<file path="src/rtl/mem_arbiter_pkg.sv">
// rtl/mem_arbiter_pkg.sv - shared types for the two-port memory arbiter
package mem_arbiter_pkg;

  localparam int MTRANS_W = 32;

  typedef struct packed {
    logic [31:0] a;
    logic [3:0]  be;
    logic        we;
    logic [31:0] d;
  } mem_req_t;

  typedef enum logic {
    ARB_IF  = 1'b0,
    ARB_LSU = 1'b1
  } arb_owner_e;

  typedef enum logic {
    ARB_IDLE   = 1'b0,
    ARB_LOCKED = 1'b1
  } arb_state_e;

  typedef struct packed {
    arb_owner_e owner;
    logic       kill;
  } arb_tag_t;

  function automatic arb_owner_e other_port(input arb_owner_e p);
    return (p == ARB_IF) ? ARB_LSU : ARB_IF;
  endfunction

endpackage

</file>
<file path="src/rtl/arb_tag_fifo.sv">
// rtl/arb_tag_fifo.sv - circular owner-tag FIFO with per-owner kill marking
module arb_tag_fifo
  import mem_arbiter_pkg::*;
#(
  parameter int DEPTH = 2,
  parameter int CW    = $clog2(DEPTH) + 1
) (
  input  logic          clk,
  input  logic          rst,
  input  logic          push,
  input  arb_tag_t      push_tag,
  input  logic          pop,
  input  logic          kill_en,
  input  arb_owner_e    kill_owner,
  output arb_tag_t      head,
  output logic          full,
  output logic          empty,
  output logic [CW-1:0] count
);

  localparam int PW = (DEPTH > 1) ? $clog2(DEPTH) : 1;

  arb_tag_t      mem [DEPTH];
  logic [PW-1:0] rd_ptr;
  logic [PW-1:0] wr_ptr;
  logic          do_push;
  logic          do_pop;

  assign full    = (count == CW'(DEPTH));
  assign empty   = (count == '0);
  assign do_push = push && !full;
  assign do_pop  = pop && !empty;
  assign head    = mem[rd_ptr];

  // Pointer and occupancy tracking; a simultaneous push and pop leaves count unchanged
  always_ff @(posedge clk or negedge rst) begin
    if (!rst) begin
      rd_ptr <= '0;
      wr_ptr <= '0;
      count  <= '0;
    end else begin
      if (do_push) wr_ptr <= (wr_ptr == PW'(DEPTH - 1)) ? '0 : wr_ptr + 1'b1;
      if (do_pop)  rd_ptr <= (rd_ptr == PW'(DEPTH - 1)) ? '0 : rd_ptr + 1'b1;
      case ({do_push, do_pop})
        2'b10:   count <= count + 1'b1;
        2'b01:   count <= count - 1'b1;
        default: count <= count;
      endcase
    end
  end

  // Entry storage: kill marks matching entries, a push overwrites its slot
  always_ff @(posedge clk or negedge rst) begin
    if (!rst) begin
      for (int i = 0; i < DEPTH; i++) mem[i] <= '{owner: ARB_IF, kill: 1'b0};
    end else begin
      for (int i = 0; i < DEPTH; i++) begin
        if (kill_en && mem[i].owner == kill_owner) mem[i].kill <= 1'b1;
        if (do_push && wr_ptr == PW'(i)) mem[i] <= push_tag;
      end
    end
  end

endmodule

</file>
<file path="src/rtl/mem_arbiter.sv">
// rtl/mem_arbiter.sv - IF/LSU arbiter onto one memory port; MEM_ARBITER_RR_EN selects round-robin
module mem_arbiter
  import mem_arbiter_pkg::*;
#(
  parameter int OUTSTANDING = 2
) (
  input  logic                         clk,
  input  logic                         rst,
  input  logic                         if_req_valid,
  output logic                         if_req_ready,
  input  mem_req_t                     if_req_data,
  output logic                         if_resp_valid,
  input  logic                         if_resp_ready,
  output logic [MTRANS_W-1:0]          if_resp_data,
  input  logic                         lsu_req_valid,
  output logic                         lsu_req_ready,
  input  mem_req_t                     lsu_req_data,
  output logic                         lsu_resp_valid,
  input  logic                         lsu_resp_ready,
  output logic [MTRANS_W-1:0]          lsu_resp_data,
  output logic                         down_req_valid,
  input  logic                         down_req_ready,
  output mem_req_t                     down_req_data,
  input  logic                         down_resp_valid,
  output logic                         down_resp_ready,
  input  logic [MTRANS_W-1:0]          down_resp_data,
  input  logic                         flush,
  output logic [$clog2(OUTSTANDING):0] inflight,
  output logic                         err
);

  localparam int CW = $clog2(OUTSTANDING) + 1;

  arb_state_e state;
  arb_owner_e lock_owner;
  arb_owner_e pick;
  logic       pick_valid;
  logic       v_if;
  logic       v_lsu;
  logic       lock_active;
  logic       req_hs;
  logic       resp_hs;
  logic       fifo_pop;
  logic       fifo_full;
  logic       fifo_empty;
  arb_tag_t   fifo_head;

`ifdef MEM_ARBITER_RR_EN
  arb_owner_e rr_ptr;
`endif

  // A flush masks the port-0 request and releases a port-0 lock in the same cycle
  assign v_if        = if_req_valid && !flush;
  assign v_lsu       = lsu_req_valid;
  assign lock_active = (state == ARB_LOCKED) && !(flush && lock_owner == ARB_IF);

  // Grant selection: a held lock wins, otherwise the contention policy decides
  always_comb begin
    pick       = ARB_LSU;
    pick_valid = 1'b0;
    if (lock_active) begin
      pick       = lock_owner;
      pick_valid = (lock_owner == ARB_LSU) ? v_lsu : v_if;
    end else if (v_if && v_lsu) begin
`ifdef MEM_ARBITER_RR_EN
      pick       = rr_ptr;
`else
      pick       = ARB_LSU;
`endif
      pick_valid = 1'b1;
    end else if (v_if) begin
      pick       = ARB_IF;
      pick_valid = 1'b1;
    end else if (v_lsu) begin
      pick       = ARB_LSU;
      pick_valid = 1'b1;
    end
  end

  assign down_req_valid = rst && pick_valid && !fifo_full;
  assign down_req_data  = (pick == ARB_LSU) ? lsu_req_data : if_req_data;
  assign req_hs         = down_req_valid && down_req_ready;
  assign if_req_ready   = req_hs && (pick == ARB_IF);
  assign lsu_req_ready  = req_hs && (pick == ARB_LSU);

  // Response routing by head owner; killed entries and orphan responses are swallowed
  always_comb begin
    if_resp_valid   = 1'b0;
    lsu_resp_valid  = 1'b0;
    down_resp_ready = rst;
    if (!fifo_empty && !fifo_head.kill) begin
      if (fifo_head.owner == ARB_LSU) begin
        lsu_resp_valid  = rst && down_resp_valid;
        down_resp_ready = rst && lsu_resp_ready;
      end else begin
        if_resp_valid   = rst && down_resp_valid;
        down_resp_ready = rst && if_resp_ready;
      end
    end
  end

  assign if_resp_data  = down_resp_data;
  assign lsu_resp_data = down_resp_data;
  assign resp_hs       = down_resp_valid && down_resp_ready;
  assign fifo_pop      = resp_hs && !fifo_empty;

  // Arbitration FSM: lock onto a presented but unaccepted request until its handshake
  always_ff @(posedge clk or negedge rst) begin
    if (!rst) begin
      state      <= ARB_IDLE;
      lock_owner <= ARB_IF;
    end else if (req_hs) begin
      state      <= ARB_IDLE;
    end else if (down_req_valid) begin
      state      <= ARB_LOCKED;
      lock_owner <= pick;
    end else if (state == ARB_LOCKED && flush && lock_owner == ARB_IF) begin
      state      <= ARB_IDLE;
    end
  end

`ifdef MEM_ARBITER_RR_EN
  // Round-robin pointer favours the port that did not win the last grant
  always_ff @(posedge clk or negedge rst) begin
    if (!rst)        rr_ptr <= ARB_LSU;
    else if (req_hs) rr_ptr <= other_port(pick);
  end
`endif

  // Sticky error for a response with nothing in flight
  always_ff @(posedge clk or negedge rst) begin
    if (!rst)                      err <= 1'b0;
    else if (resp_hs && fifo_empty) err <= 1'b1;
  end

  arb_tag_fifo #(
    .DEPTH (OUTSTANDING),
    .CW    (CW)
  ) u_tag_fifo (
    .clk        (clk),
    .rst        (rst),
    .push       (req_hs),
    .push_tag   ('{owner: pick, kill: 1'b0}),
    .pop        (fifo_pop),
    .kill_en    (flush),
    .kill_owner (ARB_IF),
    .head       (fifo_head),
    .full       (fifo_full),
    .empty      (fifo_empty),
    .count      (inflight)
  );

endmodule

</file>
<file path="config.mk">
export PLATFORM = sky130hd
export DESIGN_NAME = mem_arbiter
export DESIGN_NICKNAME = d
export VERILOG_FILES = /design/src/rtl/mem_arbiter_pkg.sv /design/src/rtl/arb_tag_fifo.sv /design/src/rtl/mem_arbiter.sv
export SDC_FILE = /design/constraint.sdc
export NUM_CORES = 1
export LEC_CHECK = 0
export ABC_AREA = 0
export BUFFER_PORTS_ARGS = -buffer_cell sky130_fd_sc_hd__buf_2
export CAP_MARGIN = 10
export CORE_AREA = 2 2 124 126
export DETAILED_ROUTE_END_ITERATION = 16
export DIE_AREA = 0 0 126 128
export PLACE_DENSITY = 0.41
export SLEW_MARGIN = 20
export SYNTH_ARGS = -nofsm -noshare
export SYNTH_HDL_FRONTEND = slang
export SYNTH_SLANG_ARGS = --single-unit
</file>
<file path="constraint.sdc">
create_clock -name clk -period 3.77 [get_ports clk]
set_clock_uncertainty 0.2 [all_clocks]
set_input_delay 0.754 -clock clk [delete_from_list [all_inputs] [get_ports clk]]
set_output_delay 0.754 -clock clk [all_outputs]
set_load 0.02 [all_outputs]
</file>
# Word-level counts from Yosys, hierarchy flattened
# Index checks and enable logic that the tools add are counted.
dict set report op_classes {
  n_shift 0
  div_mod_pow 0
  n_mul 0
  magnitude_cmp 1
  n_eq_ne 3
  bitwise_logic 7
  add_sub_neg 4
  n_mux 28
  n_reduce_logical 35
}
# operator n
set ops {}
lappend ops {{2-to-1 mux 69 bit} 1}
lappend ops {{logical AND 1 bit} 24}
lappend ops {{2-to-1 mux 1 bit} 23}
lappend ops {{2-to-1 mux 2 bit} 3}
lappend ops {{inverter 1 bit} 6}
lappend ops {{nonzero test 2 bit} 3}
lappend ops {{zero test 1 bit} 5}
lappend ops {{equality test 2 bit, second input constant} 2}
lappend ops {{one-hot mux 2 bit (2 select lines)} 1}
lappend ops {{nonzero test 3 bit} 1}
lappend ops {{adder 1 bit, second input constant} 2}
lappend ops {{adder 2 x 1 -> 2 bit, second input constant} 1}
lappend ops {{equality test 2 x 1 -> 1 bit, second input constant} 1}
lappend ops {{greater-or-equal comparator 2 bit, second input constant} 1}
lappend ops {{zero test 2 bit} 1}
lappend ops {{inverter 1 -> 2 bit} 1}
lappend ops {{AND reduction 2 bit} 1}
lappend ops {{subtractor 2 x 1 -> 2 bit, second input constant} 1}
dict set report totals {
  regBits 11
  ramBits 0
  romBits 0
  memories 0
  latchBits 0
  input_bits 179
  output_inout_bits 142
}

# Longest topological paths before layout
dict set report depth {
  ltp_word 12
  ltp_mapped 8
  ltp_nobuf 8
}

# Hierarchy
# Synthesis repeated with hierarchy kept, for this count alone.
dict set report unflattened {
  hier_cells 205
  hier_area_um2 2060.7
}
# mod n_inst area_each_um2 cells_each
set modules_own_cells {}
lappend modules_own_cells {mem_arbiter 1 1644.1 172}
lappend modules_own_cells {arb_tag_fifo 1 416.6 33}

# Least setup slack after synthesis
# Ideal clock, no wire load.
dict set report synth_timing {
  kind {input to output}
  from {in flush}
  to {out if_req_ready}
  t_arrival_ns 1.755
  path_slack_ns 1.061
  stages 4
  path_cell_list {or4b_1 > o21ai_2 > nor3b_2 > and2_1}
}
dict set report synth_between {
  elab_chain_cells 9
  word_cells_on_any_way 18
  cone_classes {7 x mux; 1 x bitwise; 10 x reduce/logical}
}
# item line
set synth_lines {}
lappend synth_lines {{start, declared} mem_arbiter.sv:27} ;# input logic flush,
lappend synth_lines {{zero test 1 bit} mem_arbiter.sv:53} ;# assign v_if = if_req_valid && !flush;
lappend synth_lines {{logical AND 1 bit} mem_arbiter.sv:53}
lappend synth_lines {{2-to-1 mux 1 bit or logical AND 1 bit (tied branches)} {mem_arbiter.sv:71, mem_arbiter.sv:64}}
lappend synth_lines {{2-to-1 mux 1 bit} mem_arbiter.sv:64} ;# end else if (v_if && v_lsu) begin
lappend synth_lines {{2-to-1 mux 1 bit} mem_arbiter.sv:61} ;# if (lock_active) begin
lappend synth_lines {{logical AND 1 bit (2 in a row)} mem_arbiter.sv:80} ;# assign down_req_valid = rst && pick_valid && !fifo_full;
lappend synth_lines {{logical AND 1 bit} mem_arbiter.sv:82} ;# assign req_hs = down_req_valid && down_req_ready;
lappend synth_lines {{logical AND 1 bit *} mem_arbiter.sv:83} ;# assign if_req_ready = req_hs && (pick == ARB_IF);
lappend synth_lines {{end, declared} mem_arbiter.sv:10} ;# output logic if_req_ready,
# Mark *: on every way between the ends. The rest lies on a longest branch, timed or not.

==> qor.csv <==
stage;metric;value;unit
die;rows;45;
finish;area_delta_synth_final;45.5;%
placement;post-dp-hpwl;5.74;mm
outcome;status;finished clean;
global_routing;gr-total-overflow;0;
placement;dpl.cell_count;545;
setup_path;cp-end-kind;primary output;
timing;timing.fmax;316;MHz
synth;synth_seq_cells;11;
setup_path;crit_path_start;lsu_req_valid;
synth;synth_area_per_cell;9.76;um2
timing;tightest_slew;0.484;ns
setup_path;startpoint_type;input pin;
setup_path;cpPeakStageDelay;0.42;ns
drt;ant_nets;0;
setup_path;crit_path_end;down_req_data[40];
clock_tree;cts_buffers;3;
synth;synth_compound_area_share;4.42;%
timing;drv_slew;0;
global_routing;met1_usage;9.17;%
clock_tree;clock_latency;0.24;ns
timing;hold_viol_final;0;
global_routing;antenna_found_initial;0;
power_and_ir_drop;powerDensity;379;nW/um2
synth;synth_cell_types;33;
clock_tree;numClockSinks;11;
finish;antenna_cells;0;
die;die_y;128;um
drt;vias;2012;
clock_tree;cts_post_setup_buffers_inserted;0;
timing;finalSetupViolations;0;
setup_path;slowest_stage;mux2_1;
drt;drt-vias-per-instance;3.66;
drt;first_pass_iters;4;
power_and_ir_drop;peakVddDrop;307;uV
synth;synth_mux_area_share;42.9;%
finish;finalNonFillerCells;549;
setup_path;r2r-end;u_tag_fifo.count[1];
setup_path;reg2reg_from;lock_owner;
placement;numPortBuffers;224;
global_routing;grt_pass1_vias;1700;
die;start_util;13.3;%
setup_path;r2r_slack;1.64;ns
finish;drive_gt1_share;71.5;%
synth;synth_cells;203;
synth;syn_area;1980;um2
clock_tree;cts.clk_slew.worst_paths;0.04;ns
clock_tree;ctsHoldBuffers;0;
die;dieArea;16100;um2
finish;final_area;2880;um2
power_and_ir_drop;leakage;1.48;nW
die;die_w;126;um
drt;drt_iter0_drc;23;
placement;place_area;2800;um2
global_routing;top_usage_layer;met2;
timing;rsz0062_at_grt;false;
global_routing;grt_use_met3;3.21;%
clock_tree;cts_resized;0;
synth;yosys_warnings;0;
timing;slew_headroom;67.8;%
setup_path;worst_ep_arrival_time;2.21;ns
die;pin_count;321;
clock_tree;h-tree-depth;1;
synth;synth_top_family_by_area;multiplexers;
global_routing;grt_usage;6.74;%
setup_path;worstPathCellList;buf_2, nor2_1, a22oi_1, nor2_4, buf_4, mux2_1, buf_2;
placement;globalplace.congestion;0.712;
timing;tns;0;ns
drt;drc;0;
setup_path;r2r_cells;7;
finish;nets;542;
worst_hold_path;hold_class;in2async;
clock_tree;cts_root_buffer;clkbuf_16;
run;max-cap-violations;0;
synth;synthXorXnorAreaFrac;2.21;%
setup_path;cp_max_fo;37;
die;core_region_area;14900;um2
drt;routedWlPerCell;12.0;um
timing;finalCritPeriodShare;83.9;%
drt;routed_wl;6.57;mm
synth;syn_nets;383;
synth;synthAdderAreaFrac;0.631;%
setup_path;worstPathRequired;2.82;ns
global_routing;grt_max_degree;38;
synth;yosysSeqAreaShare;13.9;%
synth;synth-simple-area-share;6.57;%
clock_tree;cts_tree;yes;
global_routing;grt_first_pass_wirelength;8.76;mm
timing;min_period;3.16;ns
clock_tree;cts.path.max_buffers;2;
setup_path;cpMostUsedCell;buf_2;
setup_path;critical_path_class;in2out;
global_routing;use_met2;9.90;%
-- report_power, final --
part           switching (mW)  leakage [nW]  internal, mW
registers              0.0476         0.119         0.169
logic                   0.379          1.33         0.299
clock network          0.0550        0.0382         0.142
-- cells in the final DEF, fill, tap and decap left out, drive strengths merged, types with 2 or more instances in the layout --
master and instances:
a211oi 2, a21oi 3, buf 226, clkbuf 4, dfrtp 11, inv 7, mux2 69, mux2i 5
nand2 3, nor2 9, nor2b 2, nor3 2, o21ai 2, xnor2 3, xor2 2
-- synthesized netlist by cell type --
master	n	share of area [%]
nand2_1	3	0.57
nand3_1	1	0.25
xor2_1	2	0.88
mux2i_1	4	2.0
inv_1	7	1.3
ha_1	1	0.63
a31o_2	1	0.44
a21boi_0	1	0.38
buf_4	66	25
nor3_1	1	0.25
o221ai_2	1	0.76
mux2i_2	1	0.69
a22oi_1	1	0.38
and2_1	1	0.32
buf_2	1	0.25
a211oi_2	1	0.63
a21oi_1	3	0.76
mux2_4	5	3.8
mux2_1	50	28
nor3_2	1	0.51
or4b_1	1	0.51
nor3b_2	1	0.63
buf_6	5	2.8
mux2_2	14	8.0
dfrtp_1	11	14
nor4b_2	1	0.76
nor2_1	9	1.7
nor2b_1	2	0.63
xnor2_1	3	1.3
o21ai_0	1	0.25
and2b_2	1	0.44
a211oi_1	1	0.38
o21ai_2	1	0.44
-- flip-flops by register name, summed over array words and instances (netlist names) --
signal	count
u_tag_fifo.mem	4
u_tag_fifo.count	2
err	1
lock_owner	1
state	1
u_tag_fifo.rd_ptr	1
u_tag_fifo.wr_ptr	1
-- metal layers --
| metal | routed length [um] | share of wire [%] |
|---|---|---|
| met5 | 0 | 0 |
| met1 | 2690 | 41 |
| met2 | 2880 | 44 |
| met3 | 976 | 15 |
| met4 | 16 | 0.24 |
-- worst max-delay path: cells and delay by family --
kind            cells  cell delay (ns)
buf+inv             3             0.70
mux                 1             0.42
simple gates        2             0.19
compound gates      1             0.11
-- per-stage QoR --
stage	setup WS, ns	hold slack [ns]	util (%)	total power [mW]
final	0.609	0.216	19.4	1.09
after global routing	0.481	0.239	19.4	1.17
after CTS	0.603	0.227	19.4	1.11
after detailed placement	0.606	0.257	18.9	0.901
after global placement	0.611	0.250	18.9	0.898
after floorplan	1.06	0.256	-	0.789
-- cells by family (layout without fill, tap and decap cells) --
family / Yosys count / in the layout
adder cells (fa/ha/maj): 1 / 1
buffers and inverters: 79 / 237
multiplexers: 74 / 74
flip-flops: 11 / 11
AO/OA/AOI/OAI: 11 / 11
AND/OR/NAND/NOR: 22 / 22
XOR/XNOR: 5 / 5
-- worst min-delay path by stage --
stage,startpoint,to,slack (ns),cells after the start
finish,rst,u_tag_fifo.count[0],0.22,1
global route,rst,state,0.24,1
CTS,rst,u_tag_fifo.count[0],0.23,1
detailed placement,err,err,0.26,1
global placement,err,err,0.25,1
floorplan,rst,err,0.26,0
-- cell type report --
class	instances	area, um2
clock buffers	4	78.8
inverters	7	26.3
flip-flops and latches	11	275
repair buffers	226	1140
well taps	188	235
multi-input cells	113	1130
fillers	1667	12000
No activity file was read; power rests on OpenSTA's default activity.
